===== config.mk =====
export PLATFORM = sky130hd
export DESIGN_NAME = bus_arbiter
export DESIGN_NICKNAME = d
export VERILOG_FILES = /design/src/rtl/bus_arbiter.sv
export SDC_FILE = /design/constraint.sdc
export NUM_CORES = 1
export LEC_CHECK = 0
export BUFFER_PORTS_ARGS = -buffer_cell sky130_fd_sc_hd__buf_2
export CAP_MARGIN = 0
export CORE_MARGIN = 2
export CORE_UTILIZATION = 45
export CTS_CLUSTER_SIZE = 20
export DETAILED_ROUTE_END_ITERATION = 10
export PLACE_DENSITY = 0.83
export SLEW_MARGIN = 20
export SYNTH_ARGS = -nofsm -noshare
export SYNTH_HDL_FRONTEND = slang
export SYNTH_SLANG_ARGS = --single-unit

===== constraint.sdc =====
create_clock -name clk -period 2.7 [get_ports clk]
set_input_delay 0.135 -clock clk [delete_from_list [all_inputs] [get_ports clk]]
set_output_delay 0.135 -clock clk [all_outputs]
set_load 0.1 [all_outputs]

===== src/rtl/bus_arbiter.sv =====
// ---------------------------------------------------------------------------
// bus_arbiter
//
// Round-robin arbiter and sequencer for the shared processor bus. Register
// sources (AC, general registers, memory data register) raise read requests.
// The block grants one source at a time, registers the granted source's value
// onto the bus, and limits how long a locked source may keep the bus.
//
// Parameters:
//   reg_width - data width of each source and of the bus
//   N_REQ     - number of requesters (index 0 = control unit / AC path)
//   MAX_HOLD  - maximum consecutive granted cycles for a locked requester
//
// Ports:
//   clk          - single clock, all state changes on the rising edge
//   reset        - synchronous, active-low reset
//   req          - per-source read request
//   lock         - per-source request to keep the bus beyond one cycle
//   data_in      - packed source values, source i at [i*reg_width +: reg_width]
//   gnt          - registered one-hot (or zero) grant
//   bus_out      - registered bus value
//   bus_valid    - bus_out carries a transfer completed on the previous edge
//   bus_src      - index of the source that produced the current bus_out
//   hold_timeout - one-cycle pulse when a locked holder is forcibly released
//
// Configuration macro:
//   BUS_PRIORITY_EN - when defined, requester 0 wins every arbitration point
//                     it takes part in, regardless of the round-robin pointer.
//                     It never preempts a holder that is still entitled to
//                     the bus. When undefined, all requesters are equal.
// ---------------------------------------------------------------------------
module bus_arbiter #(
    parameter int reg_width = 12,
    parameter int N_REQ     = 4,
    parameter int MAX_HOLD  = 8
) (
    input  logic                       clk,
    input  logic                       reset,
    input  logic [N_REQ-1:0]           req,
    input  logic [N_REQ-1:0]           lock,
    input  logic [N_REQ*reg_width-1:0] data_in,
    output logic [N_REQ-1:0]           gnt,
    output logic [reg_width-1:0]       bus_out,
    output logic                       bus_valid,
    output logic [((N_REQ > 1) ? $clog2(N_REQ) : 1)-1:0] bus_src,
    output logic                       hold_timeout
);

    localparam int IDX_W = (N_REQ > 1) ? $clog2(N_REQ) : 1;
    localparam int CNT_W = $clog2(MAX_HOLD + 1);

    typedef enum logic {
        IDLE,
        GRANT
    } state_t;

    state_t               state_q, state_d;
    logic [N_REQ-1:0]     gnt_q, gnt_d;
    logic [IDX_W-1:0]     owner_q, owner_d;
    logic [IDX_W-1:0]     ptr_q, ptr_d;
    logic [CNT_W-1:0]     hold_cnt_q, hold_cnt_d;
    logic [reg_width-1:0] bus_out_q, bus_out_d;
    logic                 bus_valid_q, bus_valid_d;
    logic [IDX_W-1:0]     bus_src_q, bus_src_d;
    logic                 hold_timeout_q, hold_timeout_d;

    logic                 owner_req;
    logic                 owner_lock;
    logic                 keep_owner;
    logic [IDX_W-1:0]     next_ptr;
    logic [N_REQ-1:0]     others;
    logic [N_REQ-1:0]     cand;
    logic [IDX_W-1:0]     win;

    // One-hot vector with only bit idx set.
    function automatic logic [N_REQ-1:0] one_hot(input logic [IDX_W-1:0] idx);
        logic [N_REQ-1:0] v;
        v = '0;
        v[idx] = 1'b1;
        return v;
    endfunction

    // Pointer value just past idx, wrapping N_REQ-1 back to 0.
    function automatic logic [IDX_W-1:0] inc_wrap(input logic [IDX_W-1:0] idx);
        logic [IDX_W-1:0] r;
        if (int'(idx) == N_REQ - 1) begin
            r = '0;
        end else begin
            r = idx + 1'b1;
        end
        return r;
    endfunction

    // First set bit of cand scanning upward from ptr with wrap-around.
    // Callers only use the result when cand is non-zero.
    function automatic logic [IDX_W-1:0] rr_pick(input logic [N_REQ-1:0] cand_in,
                                                 input logic [IDX_W-1:0] ptr);
        logic [IDX_W-1:0] pick;
        logic             found;
        int               idx;
        pick  = ptr;
        found = 1'b0;
        for (int i = 0; i < N_REQ; i++) begin
            idx = (int'(ptr) + i) % N_REQ;
            if (!found && cand_in[idx]) begin
                pick  = IDX_W'(idx);
                found = 1'b1;
            end
        end
        return pick;
    endfunction

    // Arbitration policy applied at every grant decision.
    function automatic logic [IDX_W-1:0] arb_pick(input logic [N_REQ-1:0] cand_in,
                                                  input logic [IDX_W-1:0] ptr);
        logic [IDX_W-1:0] pick;
`ifdef BUS_PRIORITY_EN
        if (cand_in[0]) begin
            pick = '0;
        end else begin
            pick = rr_pick(cand_in, ptr);
        end
`else
        pick = rr_pick(cand_in, ptr);
`endif
        return pick;
    endfunction

    // State register: every flop of the block, cleared by the synchronous
    // active-low reset, which also overrides an ongoing locked hold.
    always_ff @(posedge clk) begin
        if (!reset) begin
            state_q        <= IDLE;
            gnt_q          <= '0;
            owner_q        <= '0;
            ptr_q          <= '0;
            hold_cnt_q     <= '0;
            bus_out_q      <= '0;
            bus_valid_q    <= 1'b0;
            bus_src_q      <= '0;
            hold_timeout_q <= 1'b0;
        end else begin
            state_q        <= state_d;
            gnt_q          <= gnt_d;
            owner_q        <= owner_d;
            ptr_q          <= ptr_d;
            hold_cnt_q     <= hold_cnt_d;
            bus_out_q      <= bus_out_d;
            bus_valid_q    <= bus_valid_d;
            bus_src_q      <= bus_src_d;
            hold_timeout_q <= hold_timeout_d;
        end
    end

    // Next-state logic. In GRANT the current owner transfers whenever it
    // still requests; it keeps the bus only while locked and under the hold
    // limit. On release the owner is left out of the re-arbitration unless
    // it is the only requester, so a released source cannot win back-to-back
    // while others wait, and a new grant is loaded on the same edge.
    always_comb begin
        state_d        = state_q;
        gnt_d          = gnt_q;
        owner_d        = owner_q;
        ptr_d          = ptr_q;
        hold_cnt_d     = hold_cnt_q;
        bus_out_d      = bus_out_q;
        bus_valid_d    = 1'b0;
        bus_src_d      = bus_src_q;
        hold_timeout_d = 1'b0;

        owner_req  = req[owner_q];
        owner_lock = lock[owner_q];
        keep_owner = owner_req && owner_lock && (hold_cnt_q < CNT_W'(MAX_HOLD));
        next_ptr   = inc_wrap(owner_q);
        others     = req & ~one_hot(owner_q);
        cand       = (|others) ? others : req;
        win        = '0;

        case (state_q)
            IDLE: begin
                gnt_d = '0;
                if (|req) begin
                    win        = arb_pick(req, ptr_q);
                    owner_d    = win;
                    gnt_d      = one_hot(win);
                    hold_cnt_d = CNT_W'(1);
                    state_d    = GRANT;
                end
            end

            GRANT: begin
                if (owner_req) begin
                    bus_out_d   = data_in[int'(owner_q)*reg_width +: reg_width];
                    bus_src_d   = owner_q;
                    bus_valid_d = 1'b1;
                end

                if (keep_owner) begin
                    hold_cnt_d = hold_cnt_q + 1'b1;
                end else begin
                    // Still requesting and locked here means the limit was hit.
                    hold_timeout_d = owner_req && owner_lock;
                    ptr_d          = next_ptr;
                    if (|cand) begin
                        win        = arb_pick(cand, next_ptr);
                        owner_d    = win;
                        gnt_d      = one_hot(win);
                        hold_cnt_d = CNT_W'(1);
                        state_d    = GRANT;
                    end else begin
                        gnt_d      = '0;
                        hold_cnt_d = '0;
                        state_d    = IDLE;
                    end
                end
            end

            default: begin
                state_d = IDLE;
                gnt_d   = '0;
            end
        endcase
    end

    // Outputs come straight from registers.
    always_comb begin
        gnt          = gnt_q;
        bus_out      = bus_out_q;
        bus_valid    = bus_valid_q;
        bus_src      = bus_src_q;
        hold_timeout = hold_timeout_q;
    end

endmodule


==> run summary, run 1 <==
run status -> finished, final reports clean
worst relative slew slack -> 0.5960
CTS Hold Buffers Added -> 0
clock transition at the registers of the reported paths -> 0.07 ns
Avg Inst Size Synth -> 9.222 um2
first-pass GRT wire length -> 8694 um
CP Launch Type -> flip-flop
Max Freq -> 0.3959 GHz
max-slew violation count -> 0
largest net degree at the start of global routing -> 22
final net count -> 362
CTS Sinks -> 29
Worst EP required -> 2.92 ns
Setup Fix Bufs, Post-CTS -> 0
fin worst setup slack -> 0.1740 ns
P_leak -> 1.190 nW
MaxCap Viol Count -> 0
final hold violation count -> 0
most used cell, CP -> nor4_1
total CTS buffers -> 5
post-synthesis cell count -> 224
DRT antenna net count -> 0
CP Max Fanout -> 10
share of post-route cells with drive strength above 1 -> 0.4033
skew final -> 0.006178 ns
minimum clock period -> 2.526 ns
DR vias/cell -> 5.815
detailed placement HPWL -> 4144 um
Post-synth EDFFs -> 0
crit path capture type -> flip-flop
drc violations -> 0
CP max-delay cell -> nor4_1
Core ar. -> 4384 um2
Antenna Cells -> 0
global routing usage on met3 -> 0.05626
CP Cell Sequence -> ha_1 > nor2_4 > a2bb2oi_2 > o32ai_4 > nor4_1 > nor4_1 > a31oi_1 > nor2_1
mapped cell area -> 2066 um2
post-layout util -> 0.5896
total iterations of the first detailed-routing run -> 4
die area -> 5149 um2
Worst Path Arrival -> 2.75 ns
Initial Util -> 0.4712
met2 Track Usage GR -> 0.3807
CP max stage delay -> 0.50 ns
Clk Latency, worst-skew pair -> 0.29 ns
# rows -> 24
Power Density -> 1173 nW/um2
die height -> 71.76 um
Synth cell types -> 54
final period utilization -> 0.9355
Non-Filler Instances -> 352
CTS resizes -> 0
Ports -> 78
total congestion overflow -> 0
die width -> 71.76 um
worst hold path type -> in -> reg
pre-CTS WS -> 0.2218 ns
sequential element share of the synthesized area -> 0.2810
vias -> 2,047
Starting DRT DRC Count -> 100
Fillers -> 393
gpl congestion -> 0.8951
Tightest Pin Transition -> 0.6053 ns
post-synthesis register bit count -> 29
IO Port Bufs -> 77
DR WL/cell -> 15.57 um
RSZ-0062 raised after global routing -> no
Setup-failing EPs final -> 0
Synth Net Count -> 287
area grow syn2layout -> 25.14%
global-route usage over all layers -> 0.2162
final instance area -> 2585 um2
CTS H-tree depth -> 2
final setup TNS -> 0 ns
Inst Count DP -> 344
share of flip-flops with an asynchronous set or reset -> 0
worst vdd ir -> 712.5 uV
CTS tree -> yes
Most Crowded Layer GR -> met2
Placed Area -> 2480 um2
vias in the first global route -> 1,922
critical path type -> reg -> reg
most common flop cell mapped by yosys -> dfxtp_1
Ys Warns -> 0
Root Driver -> clkbuf_8
CTS Buffer Depth -> 2
final wirelength -> 5482 um
GR met1 Demand/Resource -> 0.2465
initial antenna violation count -> 0
-- area by class of cell --
class                   instances  area (um2)  share of cell area
repair buffers                 81       419.2              0.1621
clock inverters                 1       5.005            0.001936
well taps                      52       65.06             0.02517
inverters                       8       30.03             0.01162
clock buffers                   7       96.34             0.03727
multi-input cells             174        1389              0.5373
flip-flops and latches         29       580.6              0.2246
-- layout by cell type (no fill, tap or decap), types with 3 or more instances in the layout --
master / n
a21oi_1: 13
buf_2: 77
buf_4: 3
clkbuf_8: 7
dfxtp_1: 29
ha_1: 5
inv_1: 7
mux2i_1: 16
mux4_2: 15
nand2_1: 10
nand2b_1: 4
nand3_1: 4
nor2_1: 29
nor2b_1: 6
nor3_1: 14
nor3_2: 3
o21ai_0: 11
o31ai_1: 3
-- per-layer routing --
layer	vias to the layer above	routed length, um
li1	986	-
met1	953	2103
met2	96	2711
met3	12	555
met4	0	112
met5	-	0
-- critical path: cells and delay by family (launching register included) --
kind | cells | cell delay [ns]
AND/OR/NAND/NOR | 4 | 1.06
flip-flops | 1 | 0.38
adder cells (fa/ha/maj) | 1 | 0.35
AO/OA/AOI/OAI | 3 | 0.67
-- synth_stat cells (2+ instances only) --
cell,n,area [um2]
a21oi_1,13,65.06
a221o_1,2,20.02
and2_1,2,12.51
and3_1,2,12.51
buf_2,5,25.02
clkbuf_1,5,18.77
dfxtp_1,29,580.6
ha_1,5,62.56
inv_1,7,26.28
mux2i_1,16,160.2
mux4_2,15,337.8
nand2_1,10,37.54
nand2b_1,4,25.02
nand3_1,4,20.02
nand3b_1,2,15.01
nor2_1,29,108.9
nor2b_1,6,37.54
nor3_1,14,70.07
nor3_2,3,30.03
nor4_1,2,12.51
o211ai_1,2,15.01
o21ai_0,11,55.05
o21ai_1,2,10.01
o21ai_2,2,17.52
o31ai_1,3,22.52
-- registers in the layout, indices dropped and copies added, names as in the netlist --
signal,count
bus_out,12
gnt,4
hold_cnt_q,4
bus_src,2
owner_q,2
ptr_q,2
bus_valid,1
hold_timeout,1
state_q,1
-- per-stage QoR --
stage	total power, W	hold WS [ns]
5_1_grt	0.003219	0.1846
2_1_floorplan	0.002274	0.2567
6_report	0.003033	0.1743
3_5_place_dp	0.002624	0.4472
4_1_cts	0.003033	0.1668
3_3_place_gp	0.002580	0.4438
-- cell families after synthesis --
logic type      count (synthesis)  share of synthesized area
flops                          29                     0.2810
mux                            33                     0.2520
buf+inv                        21                    0.04664
simple gates                   90                     0.2350
fa+ha+maj                       5                    0.03028
compound gates                 46                     0.1551
-- report_power, final --
part | internal, W | total (W) | switching (W)
sequential | 0.000532 | 0.000613 | 0.0000814
combinational | 0.000715 | 0.00202 | 0.00131
clock | 0.000230 | 0.000399 | 0.000169
-- final timing paths --
check | slack [ns] | to | from | cells after the start
worst min-delay path | 0.17 | owner_q[0] | reset | 3
worst min register to register | 0.48 | bus_src[1] | bus_src[1] | 2
worst max register to register | 0.17 | owner_q[1] | owner_q[0] | 8
worst max-delay path | 0.17 | owner_q[1] | owner_q[0] | 8
(Power assumes the default switching activity.)
==> run 2, diff against run 1 <==
Settings changed: CELL_PAD_IN_SITES_DETAIL_PLACEMENT set to 1, CELL_PAD_IN_SITES_GLOBAL_PLACEMENT set to 1, CORE_UTILIZATION 45 to 33, MAX_ROUTING_LAYER set to met4.
==> run 2 against run 1 <==
Compared with the run above:
- clock power is 15% higher
- final cell count grew 7.7%
- sequential share of layout area shrank 0.62 points
- largest power group unchanged
- global-route usage fell by 2.2 points
- critical path type unchanged
==> run summary, run 2 (synthesized netlist as in run 1, its figures left out) <==
run status -> finished, final reports clean (unchanged)
detailed placement HPWL -> 4895 um (was 4144 um)
combinational share of power -> 0.662 (was 0.666)
Tightest Pin Transition -> 0.6541 ns (was 0.6053 ns)
first-pass GRT wire length -> 10,630 um (was 8694 um)
DR WL/cell -> 16.22 um (was 15.57 um)
total CTS buffers -> 5 (unchanged)
clock share of power -> 0.145 (was 0.131)
CTS H-tree depth -> 2 (unchanged)
skew final -> 0.008873 ns (was 0.006178 ns)
IO Port Bufs -> 77 (unchanged)
crit path capture type -> flip-flop (unchanged)
die area -> 6909 um2 (was 5149 um2)
CTS Sinks -> 29 (unchanged)
final wirelength -> 6146 um (was 5482 um)
die width -> 83.12 um (was 71.76 um)
initial antenna violation count -> 0 (unchanged)
CP max-delay cell -> nor4_1 (unchanged)
overall power -> 0.003161 W (was 0.003033 W)
CP Max Fanout -> 7 (was 10)
CTS tree -> yes (unchanged)
final net count -> 366 (was 362)
vias -> 1,993 (was 2,047)
P_leak -> 1.214 nW (was 1.190 nW)
final setup TNS -> 0 ns (unchanged)
Root Driver -> clkbuf_8 (unchanged)
critical path type -> reg -> reg (unchanged)
worst relative slew slack -> 0.5599 (was 0.5960)
DR vias/cell -> 5.259 (was 5.815)
CTS Buffer Depth -> 2 (unchanged)
Clk Latency, worst-skew pair -> 0.28 ns (was 0.29 ns)
global-route usage over all layers -> 0.1941 (was 0.2162)
commonest non-fill, non-tap cell in the layout -> buf_2 (unchanged)
most used cell, CP -> nor4_1 (unchanged)
CP max stage delay -> 0.58 ns (was 0.50 ns)
Power Density -> 1189 nW/um2 (was 1173 nW/um2)
RR Endpoint -> gnt[2] (was owner_q[1])
Setup-failing EPs final -> 0 (unchanged)
Reg2Reg Setup Slack -> 0.19 ns (was 0.17 ns)
Pint -> 0.001577 W (was 0.001477 W)
worst hold path type -> in -> reg (unchanged)
worst reg2reg startpoint -> owner_q[0] (unchanged)
Antenna Cells -> 0 (unchanged)
flip-flop count of the largest register after layout -> 12 (unchanged)
P_sw -> 0.001584 W (was 0.001556 W)
DRT antenna net count -> 0 (unchanged)
area of the multi-input gates -> 1393 um2 (was 1389 um2)
most frequent cells in the layout -> buf_2 (77), nor2_1 (29), dfxtp_1 (29) (unchanged)
FF+latch area -> 580.6 um2 (unchanged)
final period utilization -> 0.9307 (was 0.9355)
Core ar. -> 5991 um2 (was 4384 um2)
final hold violation count -> 0 (unchanged)
Fillers -> 740 (was 393)
die height -> 83.12 um (was 71.76 um)
CP Launch Type -> flip-flop (unchanged)
worst vdd ir -> 718.0 uV (was 712.5 uV)
RSZ-0062 raised after global routing -> no (unchanged)
Ports -> 78 (unchanged)
max-slew violation count -> 0 (unchanged)
cells on worst reg2reg path -> 8 (unchanged)
switching portion of total power -> 0.5012 (was 0.5129)
CTS Hold Buffers Added -> 0 (unchanged)
area grow syn2layout -> 28.71% (was 25.14%)
gpl congestion -> 0.8240 (was 0.8951)
largest net degree at the start of global routing -> 22 (unchanged)
Max Freq -> 0.3979 GHz (was 0.3959 GHz)
Worst Path Arrival -> 2.71 ns (was 2.75 ns)
crit path to -> gnt[2] (was owner_q[1])
total congestion overflow -> 0 (unchanged)
clock transition at the registers of the reported paths -> 0.07 ns (about the same)
MaxCap Viol Count -> 0 (unchanged)
CP Cell Sequence -> ha_1 > nand2_2 > a2bb2oi_2 > o32ai_4 > nor4_1 > nor4_1 > a21oi_1 > nor3_1 (was ha_1 > nor2_4 > a2bb2oi_2 > o32ai_4 > nor4_1 > nor4_1 > a31oi_1 > nor2_1)
# rows -> 28 (was 24)
Worst EP required -> 2.90 ns (was 2.92 ns)
Starting DRT DRC Count -> 60 (was 100)
minimum clock period -> 2.513 ns (was 2.526 ns)
total iterations of the first detailed-routing run -> 4 (unchanged)
Initial Util -> 0.3448 (was 0.4712)
crit path launch -> owner_q[0] (unchanged)
vias in the first global route -> 2,166 (was 1,922)
drc violations -> 0 (unchanged)
share of post-route cells with drive strength above 1 -> 0.4145 (was 0.4033)
Flop pwr share -> 0.193 (was 0.202)
==> run 2: cell count changes in the layout (fill, tap and decap cells not counted), sizes merged <==
cell    previous run  this run
buf               81        85
bufinv             0         1
clkinv             1         0
==> run 2: area by class of cell <==
type,count,area share
clock inverters,1,0.01129
multi-input cells,174,0.5238
repair buffers,85,0.1675
flip-flops and latches,29,0.2184
inverters,8,0.01129
well taps,75,0.03529
clock buffers,7,0.03247
==> run 2: critical path: cells and delay by family (launching register included) <==
family | cells | cell delay (ns)
AO/OA/AOI/OAI | 3 | 0.67
adder cells (fa/ha/maj) | 1 | 0.41
flip-flops | 1 | 0.41
AND/OR/NAND/NOR | 4 | 0.93
==> run 2: worst min-delay path by stage <==
| stage | start | slack (ns) | cells after the start | to |
|---|---|---|---|---|
| 4_1_cts | reset | 0.16 | 3 | owner_q[1] |
| 3_5_place_dp | bus_src[1] | 0.45 | 2 | bus_src[1] |
| 2_1_floorplan | reset | 0.26 | 1 | state_q |
| 3_3_place_gp | bus_src[1] | 0.44 | 2 | bus_src[1] |
| 5_1_grt | reset | 0.21 | 3 | owner_q[0] |
| 6_report | reset | 0.17 | 3 | owner_q[1] |
==> run 2: routing by layer <==
layer | track usage | wire [um] | vias up
met5 | - | 0 | -
met1 | 0.2340 | 2674 | 933
met4 | 0.04471 | 59 | 0
met2 | 0.3270 | 3001 | 66
li1 | - | - | 988
met3 | 0.04970 | 411 | 6
==> run 2: repair_timing <==
item / 4_1_cts / 5_1_grt
setup endpoints to repair: 0 / 1
setup buffers: 0 / 0
gates resized for setup: 0 / 2
==> run 2: power groups by stage <==
stage / Combinational, W / Sequential [W] / Clock (W)
finish: 0.00209 / 0.000610 / 0.000460
global route: 0.00226 / 0.000626 / 0.000491
floorplan: 0.00115 / 0.00113 / 0
CTS: 0.00210 / 0.000610 / 0.000473
global placement: 0.00204 / 0.000615 / 0
detailed placement: 0.00209 / 0.000617 / 0
==> run 2: through the flow <==
step / setup slack (ns) / cells / util / cell area [um2] / hold WS, ns
detailed placement: 0.2321 / 371 / 0.4238 / 2539 / 0.4523
global placement: 0.2419 / 371 / 0.4238 / 2539 / 0.4424
floorplan: 0.02004 / 224 / - / 2067 / 0.2567
finish: 0.1870 / 379 / 0.4438 / 2659 / 0.1721
CTS: 0.2090 / 379 / 0.4432 / 2655 / 0.1586
global route: 0.01289 / 379 / 0.4438 / 2659 / 0.2095
==> run 3, diff against run 2 <==
Settings changed: CTS_CLUSTER_DIAMETER set to 200, GPL_TIMING_DRIVEN set to 0.
==> run 3 against run 2 <==
Compared with the run above:
- power rose by 5.8%
- critical endpoint is now gnt[0]
- global-route usage fell by 1.1 points
- worst hold slack improved by 0.0027 ns
- die area did not move
- via count increased by 5.2%
==> run summary, run 3 (synthesized netlist as in run 1, its figures left out) <==
run status -> finished, final reports clean (unchanged)
Worst Path Arrival -> 2.75 ns (was 2.71 ns)
worst relative slew slack -> 0.6711 (was 0.5599)
die height -> 83.12 um (unchanged)
vias in the first global route -> 2,151 (was 2,166)
initial antenna violation count -> 0 (unchanged)
post-layout util -> 0.4666 (was 0.4438)
detailed placement HPWL -> 4706 um (was 4895 um)
DR vias/cell -> 5.419 (was 5.259)
Ports -> 78 (unchanged)
most frequent cells in the layout -> buf_2 (80), nor2_1 (29), dfxtp_1 (27) (was buf_2 (77), nor2_1 (29), dfxtp_1 (29))
clock transition at the registers of the reported paths -> 0.06 ns (was 0.07 ns)
Initial Util -> 0.3448 (unchanged)
origin of the worst min-delay path -> reset (unchanged)
worst hold path type -> in -> reg (unchanged)
vias -> 2,097 (was 1,993)
gpl congestion -> 0.8114 (was 0.8240)
DRT antenna net count -> 0 (unchanged)
Tightest Pin Transition -> 0.4968 ns (was 0.6541 ns)
minimum clock period -> 2.578 ns (was 2.513 ns)
Flop pwr share -> 0.186 (was 0.193)
Core ar. -> 5991 um2 (unchanged)
Fillers -> 733 (was 740)
die area -> 6909 um2 (unchanged)
pre-CTS WS -> -0.5790 ns (was 0.2321 ns)
critical path type -> reg -> reg (unchanged)
Power Density -> 1196 nW/um2 (was 1189 nW/um2)
crit path capture type -> flip-flop (unchanged)
Pint -> 0.001614 W (was 0.001577 W)
worst vdd ir -> 757.5 uV (was 718.0 uV)
Root Driver -> clkbuf_8 (unchanged)
final setup TNS -> 0 ns (unchanged)
Setup-failing EPs final -> 0 (unchanged)
Starting DRT DRC Count -> 98 (was 60)
final hold violation count -> 0 (unchanged)
CTS H-tree depth -> 2 (unchanged)
total CTS buffers -> 5 (unchanged)
first-pass GRT wire length -> 10,100 um (was 10,630 um)
drc violations -> 0 (unchanged)
MaxCap Viol Count -> 0 (unchanged)
share of post-route cells with drive strength above 1 -> 0.4679 (was 0.4145)
CTS tree -> yes (unchanged)
# rows -> 28 (unchanged)
final net count -> 374 (was 366)
clock share of power -> 0.103 (was 0.145)
RSZ-0062 raised after global routing -> no (unchanged)
flip-flop count of the largest register after layout -> 12 (unchanged)
Max Freq -> 0.3878 GHz (was 0.3979 GHz)
combinational share of power -> 0.711 (was 0.662)
Worst EP required -> 2.87 ns (was 2.90 ns)
final period utilization -> 0.9549 (was 0.9307)
total iterations of the first detailed-routing run -> 4 (unchanged)
global-route usage over all layers -> 0.1832 (was 0.1941)
fin worst setup slack -> 0.1217 ns (was 0.1870 ns)
skew final -> 0.003074 ns (was 0.008873 ns)
area grow syn2layout -> 35.31% (was 28.71%)
Antenna Cells -> 0 (unchanged)
CP Launch Type -> flip-flop (unchanged)
largest net degree at the start of global routing -> 11 (was 22)
switching portion of total power -> 0.5173 (was 0.5012)
total congestion overflow -> 0 (unchanged)
commonest non-fill, non-tap cell in the layout -> buf_2 (unchanged)
final instance area -> 2795 um2 (was 2659 um2)
CTS Buffer Depth -> 2 (unchanged)
Placed Area -> 2536 um2 (was 2539 um2)
DR WL/cell -> 16.42 um (was 16.22 um)
CTS Sinks -> 29 (unchanged)
IO Port Bufs -> 75 (was 77)
CP Max Fanout -> 17 (was 7)
worst reg2reg startpoint -> owner_q[1] (was owner_q[0])
final wirelength -> 6353 um (was 6146 um)
die width -> 83.12 um (unchanged)
max-slew violation count -> 0 (unchanged)
P_sw -> 0.001730 W (was 0.001584 W)
Clk Latency, worst-skew pair -> 0.28 ns (about the same)
P_leak -> 1.268 nW (was 1.214 nW)
crit path launch -> owner_q[1] (was owner_q[0])
-- run 3: cell types whose count changed in the layout (fill, tap and decap cells not counted), sizes merged --
cell / delta
buf: +4
clkbuf: +3
clkinv: +2
bufinv: -1
-- run 3: stage by stage --
step / hold slack, ns / std cells / total power (W)
final: 0.1748 / 387 / 0.003344
after detailed placement: 0.4583 / 374 / 0.002665
after CTS: 0.1715 / 382 / 0.003073
after global routing: 0.1973 / 387 / 0.003544
after global placement: 0.4422 / 374 / 0.002619
after floorplan: 0.2567 / 224 / 0.002274
-- run 3: power by group through the flow --
stage          Clock (W)  Combinational [W]  Sequential (W)
2_1_floorplan          0            0.00115         0.00113
3_3_place_gp           0            0.00200        0.000618
3_5_place_dp           0            0.00204        0.000622
4_1_cts         0.000356            0.00210        0.000617
5_1_grt         0.000371            0.00254        0.000637
6_report        0.000345            0.00238        0.000622
-- run 3: worst paths after layout --
kind	to	slack [ns]	cells after the start
setup / recovery	gnt[0]	0.12	10
hold / removal	owner_q[0]	0.17	3
setup reg to reg	gnt[0]	0.12	10
hold reg to reg	bus_src[1]	0.46	2
-- run 3: timing repair --
action                                 4_1_cts  5_1_grt
pin swaps                                    0        7
setup endpoints to repair                   11        6
setup buffers                                0        6
hold buffers                                 0        0
resized for setup                           11       19
endpoints found under the hold margin        0        0
-- run 3: worst max-delay path, cell delays in order, from the launching register on --
cell	delay [ns]
dfxtp_4	0.37
buf_8	0.16
inv_2	0.07
ha_2	0.16
and2b_4	0.22
o31ai_1	0.31
and3_1	0.28
nor3_1	0.11
or4_4	0.58
nor3_2	0.14
nor3_1	0.06
-- run 3: layout make-up --
cell class / instances / area, um2 / area share
plain buffers: 12 / 75.07 / 0.02686
clock buffers: 6 / 72.57 / 0.02596
clock inverters: 2 / 10.01 / 0.003581
inverters: 8 / 30.03 / 0.01074
multi-input cells: 174 / 1495 / 0.5349
flip-flops and latches: 29 / 585.6 / 0.2095
well taps: 75 / 93.84 / 0.03357
repair buffers: 81 / 432.9 / 0.1549
-- run 3: layer usage --
metal / share of wire / up-vias / GRT usage
met5: 0 / - / -
li1: - / 1006 / -
met4: 0.013 / 0 / 0.04620
met3: 0.063 / 9 / 0.05070
met2: 0.49 / 78 / 0.3094
met1: 0.44 / 1004 / 0.2161
